**src/rtl/axi_read_bridge.sv**
```systemverilog
// AXI4-Lite read bridge behind the 3-port request arbiter.
// Each accepted request becomes a single-beat 64-bit AXI read. The addressed
// byte, half, word or dword is extracted from the beat and sign- or
// zero-extended. A misaligned access gets an error response without any bus
// traffic. An aborted request still drains its bus transaction, but no Done
// pulse is produced for it.
module axi_read_bridge #(
  parameter int ADDR_WIDTH      = 56,
  parameter int DATA_WIDTH      = 64,
  parameter int DATA_TYPE_WIDTH = 3
) (
  input  logic                       clk,
  input  logic                       rst_n,
  input  logic                       Req_Valid,
  input  logic [ADDR_WIDTH-1:0]      Req_Addr,
  input  logic [DATA_TYPE_WIDTH-1:0] Req_DataType,
  input  logic                       Req_Abort,
  output logic                       Resp_Done,
  output logic                       Resp_Ready,
  output logic [DATA_WIDTH-1:0]      Resp_Data,
  output logic                       Resp_Err,
  output logic [ADDR_WIDTH-1:0]      m_araddr,
  output logic [2:0]                 m_arsize,
  output logic                       m_arvalid,
  input  logic                       m_arready,
  input  logic [DATA_WIDTH-1:0]      m_rdata,
  input  logic [1:0]                 m_rresp,
  input  logic                       m_rvalid,
  output logic                       m_rready
);

  typedef enum logic [1:0] {IDLE, ADDR, DATA, RESP} state_t;

  state_t                     state_q;
  logic                       killed_q;
  logic [2:0]                 off_q;
  logic [DATA_TYPE_WIDTH-1:0] dtype_q;
  logic [DATA_WIDTH-1:0]      ext_d;

  // An access is aligned when the byte offset is a multiple of its size.
  function automatic logic misaligned(input logic [2:0] off, input logic [1:0] sz);
    case (sz)
      2'd0:    return 1'b0;
      2'd1:    return off[0];
      2'd2:    return |off[1:0];
      default: return |off;
    endcase
  endfunction

  // Shift the addressed lane down to bit 0, then extend it to the full width.
  function automatic logic [DATA_WIDTH-1:0] extract(input logic [DATA_WIDTH-1:0] rdata,
                                                    input logic [2:0]            off,
                                                    input logic [1:0]            sz,
                                                    input logic                  zext);
    logic [DATA_WIDTH-1:0] sh;
    logic signed [7:0]     b;
    logic signed [15:0]    h;
    logic signed [31:0]    w;
    logic signed [63:0]    s;
    sh = rdata >> {off, 3'b000};
    b  = sh[7:0];
    h  = sh[15:0];
    w  = sh[31:0];
    case (sz)
      2'd0:    s = zext ? 64'(sh[7:0])  : 64'(b);
      2'd1:    s = zext ? 64'(sh[15:0]) : 64'(h);
      2'd2:    s = zext ? 64'(sh[31:0]) : 64'(w);
      default: s = sh;
    endcase
    return s;
  endfunction

  // Load result for the current beat, using the latched offset and type.
  always_comb begin
    ext_d = extract(m_rdata, off_q, dtype_q[1:0], dtype_q[2]);
  end

  // Only 8-byte beats are ever requested.
  assign m_arsize = 3'b011;

  // Request FSM; every response and AXI control output is registered here.
  always_ff @(posedge clk or negedge rst_n) begin
    if (!rst_n) begin
      state_q    <= IDLE;
      killed_q   <= 1'b0;
      off_q      <= 3'd0;
      dtype_q    <= '0;
      m_araddr   <= '0;
      m_arvalid  <= 1'b0;
      m_rready   <= 1'b0;
      Resp_Done  <= 1'b0;
      Resp_Ready <= 1'b1;
      Resp_Data  <= '0;
      Resp_Err   <= 1'b0;
    end else begin
      case (state_q)
        IDLE: begin
          if (Req_Valid && !Req_Abort) begin
            off_q      <= Req_Addr[2:0];
            dtype_q    <= Req_DataType;
            killed_q   <= 1'b0;
            Resp_Ready <= 1'b0;
            if (misaligned(Req_Addr[2:0], Req_DataType[1:0])) begin
              state_q   <= RESP;
              Resp_Done <= 1'b1;
              Resp_Err  <= 1'b1;
              Resp_Data <= '0;
            end else begin
              state_q   <= ADDR;
              m_araddr  <= {Req_Addr[ADDR_WIDTH-1:3], 3'b000};
              m_arvalid <= 1'b1;
            end
          end
        end
        ADDR: begin
          // AR stays up once raised, even after an abort.
          if (Req_Abort) killed_q <= 1'b1;
          if (m_arready) begin
            m_arvalid <= 1'b0;
            m_rready  <= 1'b1;
            state_q   <= DATA;
          end
        end
        DATA: begin
          if (Req_Abort) killed_q <= 1'b1;
          if (m_rvalid) begin
            m_rready <= 1'b0;
            if (killed_q || Req_Abort) begin
              // Beat drained for a cancelled request: no response.
              state_q    <= IDLE;
              Resp_Ready <= 1'b1;
            end else begin
              state_q   <= RESP;
              Resp_Done <= 1'b1;
              Resp_Data <= ext_d;
              Resp_Err  <= (m_rresp != 2'b00);
            end
          end
        end
        RESP: begin
          state_q    <= IDLE;
          Resp_Done  <= 1'b0;
          Resp_Data  <= '0;
          Resp_Err   <= 1'b0;
          Resp_Ready <= 1'b1;
        end
        default: state_q <= IDLE;
      endcase
    end
  end

endmodule
```
**config.mk**
```make
export PLATFORM = sky130hd
export DESIGN_NAME = axi_read_bridge
export DESIGN_NICKNAME = d
export VERILOG_FILES = /design/src/rtl/axi_read_bridge.sv
export SDC_FILE = /design/constraint.sdc
export NUM_CORES = 1
export LEC_CHECK = 0
export ABC_AREA = 1
export BUFFER_PORTS_ARGS = -buffer_cell sky130_fd_sc_hd__buf_2
export CORE_UTILIZATION = 45
export DETAILED_ROUTE_END_ITERATION = 10
export GPL_TIMING_DRIVEN = 0
export PLACE_DENSITY = 0.73
export SLEW_MARGIN = 5
export SYNTH_ARGS = -nofsm -noshare
export SYNTH_HDL_FRONTEND = slang
export SYNTH_SLANG_ARGS = --single-unit
```
**constraint.sdc**
```tcl
create_clock -name clk -period 2.8 [get_ports clk]
set_input_delay 0.28 -clock clk [delete_from_list [all_inputs] [get_ports clk]]
set_output_delay 0.28 -clock clk [all_outputs]
set_load 0.01 [all_outputs]
```
# [Yosys cells after proc, flatten, opt, wreduce, memory -nomap -nowiden]
# Index checks and enable logic that the tools add are counted.
[word_totals] latchBits=0 wordCells=89 romBits=0 register_bits=131 memories=0 out_inout_bits=128 in_bits=131 ram_bits=0
[classes] addsub=0 n_shift=1 n_reduce_logical=22 order_cmp=0 bitwise_logic=1 mul=0 eq_ne=15 muxes=39 div=0
[ops] operator="$mux 64" count=7
[ops] operator="$pmux 64 s3" count=2
[ops] operator="$shr 64x6->64" count=1
[ops] operator="$mux 1" count=17
[ops] operator="$ne 2x2->1 const B" count=7
[ops] operator="$pmux 1 s3" count=4
[ops] operator="$reduce_and 3->1" count=4
[ops] operator="$mux 2" count=5
[ops] operator="$eq 2x2->1 const B" count=4
[ops] operator="$pmux 2 s4" count=1
[ops] operator="$reduce_and 4->1" count=2
[ops] operator="$reduce_bool 2->1" count=4
[ops] operator="$eq 2x1->1 const B" count=3
[ops] operator="$logic_not 2->1" count=3
[ops] operator="$pmux 1 s2" count=3
[ops] operator="$reduce_and 5->1" count=1
[ops] operator="$reduce_or 2->1" count=2
[ops] operator="$reduce_bool 3->1" count=1
[ops] operator="$reduce_or 3->1" count=1
[ops] operator="$ne 2x1->1 const B" count=1
[ops] operator="$reduce_and 2->1" count=1
[ops] operator="$logic_and 1x1->1" count=1
[ops] operator="$logic_not 1->1" count=1
[ops] operator="$logic_or 1x1->1" count=1
[ops] operator="$not 1->1" count=1

# [Depth between registers and ports, before layout]
[depth] depth_word=7 depth_mapped=12 mapped_depth_nobuf=11

# [Least setup slack after synthesis]
# Ideal clock, no wire load.
[synth_timing] path_kind="register to register" start="register state_q[0]" end="register Resp_Data[33]" path_slack_ns=1.066 stages_incl_launch_ff=13 t_arrival_ns=1.616 n_path_buf=2 setup_time_ns=0.118 cell_sequence="dfrtp_1 -> inv_1 -> ha_1 -> inv_1 -> nor2_1 -> nor3_4 -> nand2_2 -> nor2_2 -> inv_2 -> buf_4 -> buf_4 -> nand2_1 -> nand2_1"
[synth_between] elab_chain_len=3 word_cells_on_any_way=10 classes_between="eq/ne: 6; mux: 1; reduce/logical: 3"
[synth_rtl] item="start: declaration" line_no="34" rtl="state_t state_q;"
[synth_rtl] item="start signal: assignment" line_no="84" rtl="state_q <= IDLE;"
[synth_rtl] item="start signal: assignment" line_no="104" rtl="state_q <= RESP;"
[synth_rtl] item="start signal: assignment" line_no="109" rtl="state_q <= ADDR;"
[synth_rtl] item="$eq 2x2->1 or $logic_not 2->1 (tied branches)" line_no="96" rtl="case (state_q)"
[synth_rtl] item="$ne 2x2->1 (no source line) or $reduce_bool 3->1 (tied branches)"
[synth_rtl] item="$reduce_and 5->1 (no source line)"
[synth_rtl] item="end signal: assignment" line_no="135" rtl="Resp_Data <= ext_d;"
[synth_rtl] item="end: declaration" line_no="20" rtl="output logic [DATA_WIDTH-1:0] Resp_Data,"
# Parallel ways exist; a longest one is shown, timed or not.
# A chain may end at the register's enable or synchronous reset.

# [Final worst setup path]
[layout_timing] start="register state_q[0]" end="register Resp_Data[15]"
# The elaborated chain is that of the path after synthesis.

==> results.tsv <==
stage	metric	value	unit
sta	Final period util	74.45	%
logic_synthesis	sequential share of the synthesized area	43.79	%
placement	hpwl dp	19.97	mm
clock_tree	TritonCTS Buffers	17	
worst_setup_path	Critical Path RT	3150	ps
placement	GPL Wtd Cong	0.9680	
worst_setup_path	critical path capture point type	flip-flop	
detailed_routing	Pre-Repair DR Iteration Count	5	
global_routing	grt met2 use	48.21	%
power	Combinational Power Share	54.6	%
detailed_routing	DR iter-0 viols	645	
die	I/O pins	259	
sta	Worst Skew	9.311	ps
hold_path	Hold Path Cell Cnt	3	
global_routing	GR peak layer	met2	
cells_and_area	Filler cells	1529	
cells_and_area	area of the multi-input gates	3647	sq um
die	Initial Utilization	46.64	%
cells_and_area	register cell area after layout	3279	sq um
placement	dpl cells	1514	
logic_synthesis	count of flip-flops with a built-in enable after synthesis	0	
die	Die Span X	131.0	microns
die	Die Ht	131.0	microns
sta	final hold viol count	0	
sta	final setup fails	0	
power	Clk pwr share	18.8	%
worst_setup_path	flop-to-flop setup slack	720	ps
clock_tree	Clock Pin Slew Worst Setup and Hold Paths	60	ps
power	Leak	5.563	nW
die	Core Box Area	16060	sq um
global_routing	antenna violations before repair	0	
power	power density over cell area	1209	nW/um^2
worst_setup_path	Register-to-Register Path Depth	11	
clock_tree	Clock Sinks	131	
sta	setup tns final	0	ps
clock_tree	CTS tree	built	
global_routing	GR Overflow Total	0	
global_routing	largest net degree at the start of global routing	79	
logic_synthesis	Most used DFF post-synth	dfrtp_1	
detailed_routing	post-DR vias/cell	5.054	
sta	RSZ-0062 raised after global routing	false	
die	Die ar.	17160	sq um
global_routing	GR Util met1	41.53	%
sta	slew of the pin with the lowest slew margin	648.0	ps
global_routing	vias in the first global route	7409	
logic_synthesis	Mapped Cells	1041	
power	Sw Share	46.58	%
sta	Slew Limit Fails	0	
sta	Max-Slew Margin vs Limit	56.80	%
die	Std-Cell Rows	46	
logic_synthesis	Async SR Flop Fraction	100.0	%
cells_and_area	Layout Cells excl Fill	1546	
cells_and_area	Syn-to-layout area delta	29.03	%
clock_tree	CTS H-Tree Depth	4	
power	sequential power share	26.6	%
worst_setup_path	Buf+Inv Stages, Crit Path	4	
hold_path	Worst Hold Class	in -> reg	
global_routing	GRT Total Usage	30.36	%
detailed_routing	routed wire length	25.42	mm
detailed_routing	# DRC	0	
cells_and_area	antenna fix cells	0	
logic_synthesis	average size of a mapped cell	7.195	sq um
worst_setup_path	worst path cell trace	inv_1 -> ha_1 -> inv_1 -> nor2_1 -> nor3_4 -> nand2_2 -> nor2_2 -> buf_4 -> buf_4 -> nand2_1 -> nand2_1	
power	Pint	0.006241	W
clock_tree	clk_lat worst skew	420	ps
worst_setup_path	reg2reg end	Resp_Data[15]	
worst_setup_path	Critical-path top delay cell	dfrtp_1	
hold_path	HP Start	Req_Addr[9]	
global_routing	global-route wire length before repair	38.96	mm
hold_path	Hold Path End	m_araddr[9]	
worst_setup_path	worst path arrival time	2440	ps
worst_setup_path	Crit Path Class	reg -> reg	
detailed_routing	Via Count	7813	
job	# Max-Cap Violations	0	
power	post-route total power	0.01168	W
logic_synthesis	Yosys warnings	0	
cells_and_area	layout cells sized above 1	29.92	%
clock_tree	clk buf depth	2	
clock_tree	clock root buffer	clkbuf_16	
detailed_routing	antenna viol nets, final	0	
power	Net Sw Power	0.005441	W
logic_synthesis	Mapped Area	7490	sq um
logic_synthesis	Unique masters post-synth	40	
worst_setup_path	max incr delay on CP	390	ps
sta	Peak Freq	0.4797	GHz
sta	Tmin final	2085	ps
worst_setup_path	Critical Path Start Type	flip-flop	
worst_setup_path	Critical Path Fanout Max	10	
outcome	status	finished clean	
worst_setup_path	Top Family by Delay on Critical Path	simple AND/OR/NAND/NOR gates	
detailed_routing	wire per inst	16.44	microns
power	Max IR drop VDD	0.5930	mV
worst_setup_path	launch point of the worst reg-to-reg path	state_q[0]	
cells_and_area	fin nets	1453	
logic_synthesis	Yosys reg bits	131	
placement	count of input and output buffers	252	
global_routing	grt met3 use	5.741	%
clock_tree	post-cts sizing count	0	
==> worst register-to-register path: stages (launching register included) <==
cell and delay, ps:
dfrtp_1 390, inv_1 100, ha_1 240, inv_1 120
nor2_1 80, nor3_4 200, nand2_2 90, nor2_2 120
buf_4 220, buf_4 210, nand2_1 150, nand2_1 100
==> metrics by stage <==
stage               instance area, sq um  hold slack, ps  util [%]  setup slack, ps
detailed placement                  9070           284.3     56.48            785.9
global route                        9664           46.17     60.18            569.1
CTS                                 9664           43.56     60.18            745.5
floorplan                           7505          -15.59         -             1066
finish                              9664           54.99     60.18            715.3
global placement                    9036           449.6     56.27           -389.6
==> layout by cell type (no fill, tap or decap), types with 2 or more instances in the layout <==
master / netlist / final
o211ai_1: 3 / 3
clkbuf_1: 17 / 18
clkinvlp_4: 0 / 3
nor2_2: 2 / 2
dfrtp_1: 130 / 130
nand2_1: 528 / 528
nand3_1: 69 / 69
nand3_2: 27 / 27
or2_2: 12 / 12
a21oi_1: 24 / 24
clkbuf_8: 0 / 2
nand2_2: 6 / 6
buf_6: 7 / 8
buf_12: 2 / 2
buf_1: 3 / 3
o21ai_1: 14 / 14
o21a_1: 2 / 2
conb_1: 2 / 6
inv_2: 6 / 6
buf_2: 26 / 277
inv_6: 0 / 2
bufinv_16: 0 / 2
ha_1: 4 / 4
clkbuf_16: 0 / 17
nand2_4: 2 / 2
buf_4: 18 / 18
inv_1: 22 / 22
clkinv_2: 0 / 2
nor2_1: 15 / 15
mux2i_1: 2 / 2
o21ai_0: 83 / 83
clkinv_4: 0 / 2
==> state kept, by name, summed over array words and instances, names as in the netlist, 2 cells and up <==
name       count
Resp_Data     64
m_araddr      53
dtype_q        3
off_q          3
state_q        2
==> routing by layer <==
| metal | share of wire (%) | vias up | routed length [microns] |
|---|---|---|---|
| met2 | 47 | 288 | 12030 |
| li1 | - | 3843 | - |
| met4 | 2.3 | 0 | 586 |
| met3 | 6.2 | 54 | 1588 |
| met5 | 0 | - | 0 |
| met1 | 44 | 3628 | 11210 |
==> how the worst max path moves through the flow <==
stage	from	end	slack, ps	depth (start not counted)
6_report	state_q[0]	Resp_Data[15]	720	11
3_5_place_dp	state_q[0]	Resp_Data[15]	790	11
5_1_grt	state_q[0]	Resp_Data[15]	570	11
2_1_floorplan	state_q[0]	Resp_Data[33]	1070	12
4_1_cts	state_q[0]	Resp_Data[15]	750	11
3_3_place_gp	rst_n	Resp_Data[38]	-390	1
==> power by group through the flow <==
| stage | registers, W | clock network (W) | logic [W] |
|---|---|---|---|
| 6_report | 0.00311 | 0.00219 | 0.00638 |
| 3_5_place_dp | 0.00312 | 0 | 0.00630 |
| 4_1_cts | 0.00311 | 0.00223 | 0.00632 |
| 2_1_floorplan | 0.00345 | 0 | 0.00372 |
| 3_3_place_gp | 0.00311 | 0 | 0.00623 |
| 5_1_grt | 0.00321 | 0.00231 | 0.00703 |
==> cell families after synthesis <==
kind of cell,count (synthesis),synth area share [%]
muxes,2,0.2673
and+or+nand+nor,667,38.27
DFF,131,43.79
other,2,0.1003
adders and majority gates,4,0.6683
AOI/OAI and AO/OA,132,9.188
buffers and inverters,103,7.718
==> cell usage after synthesis (3+ instances only) <==
master,count,share of area [%]
a21oi_1,24,1.6
buf_1,3,0.15
buf_2,26,1.7
buf_4,18,1.8
buf_6,7,1.1
clkbuf_1,17,0.85
dfrtp_1,130,43
ha_1,4,0.67
inv_1,22,1.1
inv_2,6,0.30
nand2_1,528,26
nand2_2,6,0.50
nand3_1,69,4.6
nand3_2,27,3.6
nor2_1,15,0.75
o211ai_1,3,0.30
o21ai_0,83,5.5
o21ai_1,14,0.94
or2_2,12,1.0
==> timing repair <==
action	in CTS	in global routing
setup buffers	0	0
hold buffers	1	0
endpoints found under the hold margin	52	0
==> cell type report <==
| class | count | share of cell area (%) |
|---|---|---|
| well taps | 216 | 2.796 |
| repair buffers | 254 | 13.50 |
| flip-flops and latches | 131 | 33.93 |
| plain buffers | 74 | 4.829 |
| multi-input cells | 811 | 37.74 |
| inverters | 29 | 1.152 |
| clock inverters | 11 | 1.321 |
| clock buffers | 20 | 4.726 |
Power figures use the tool's default switching activity.
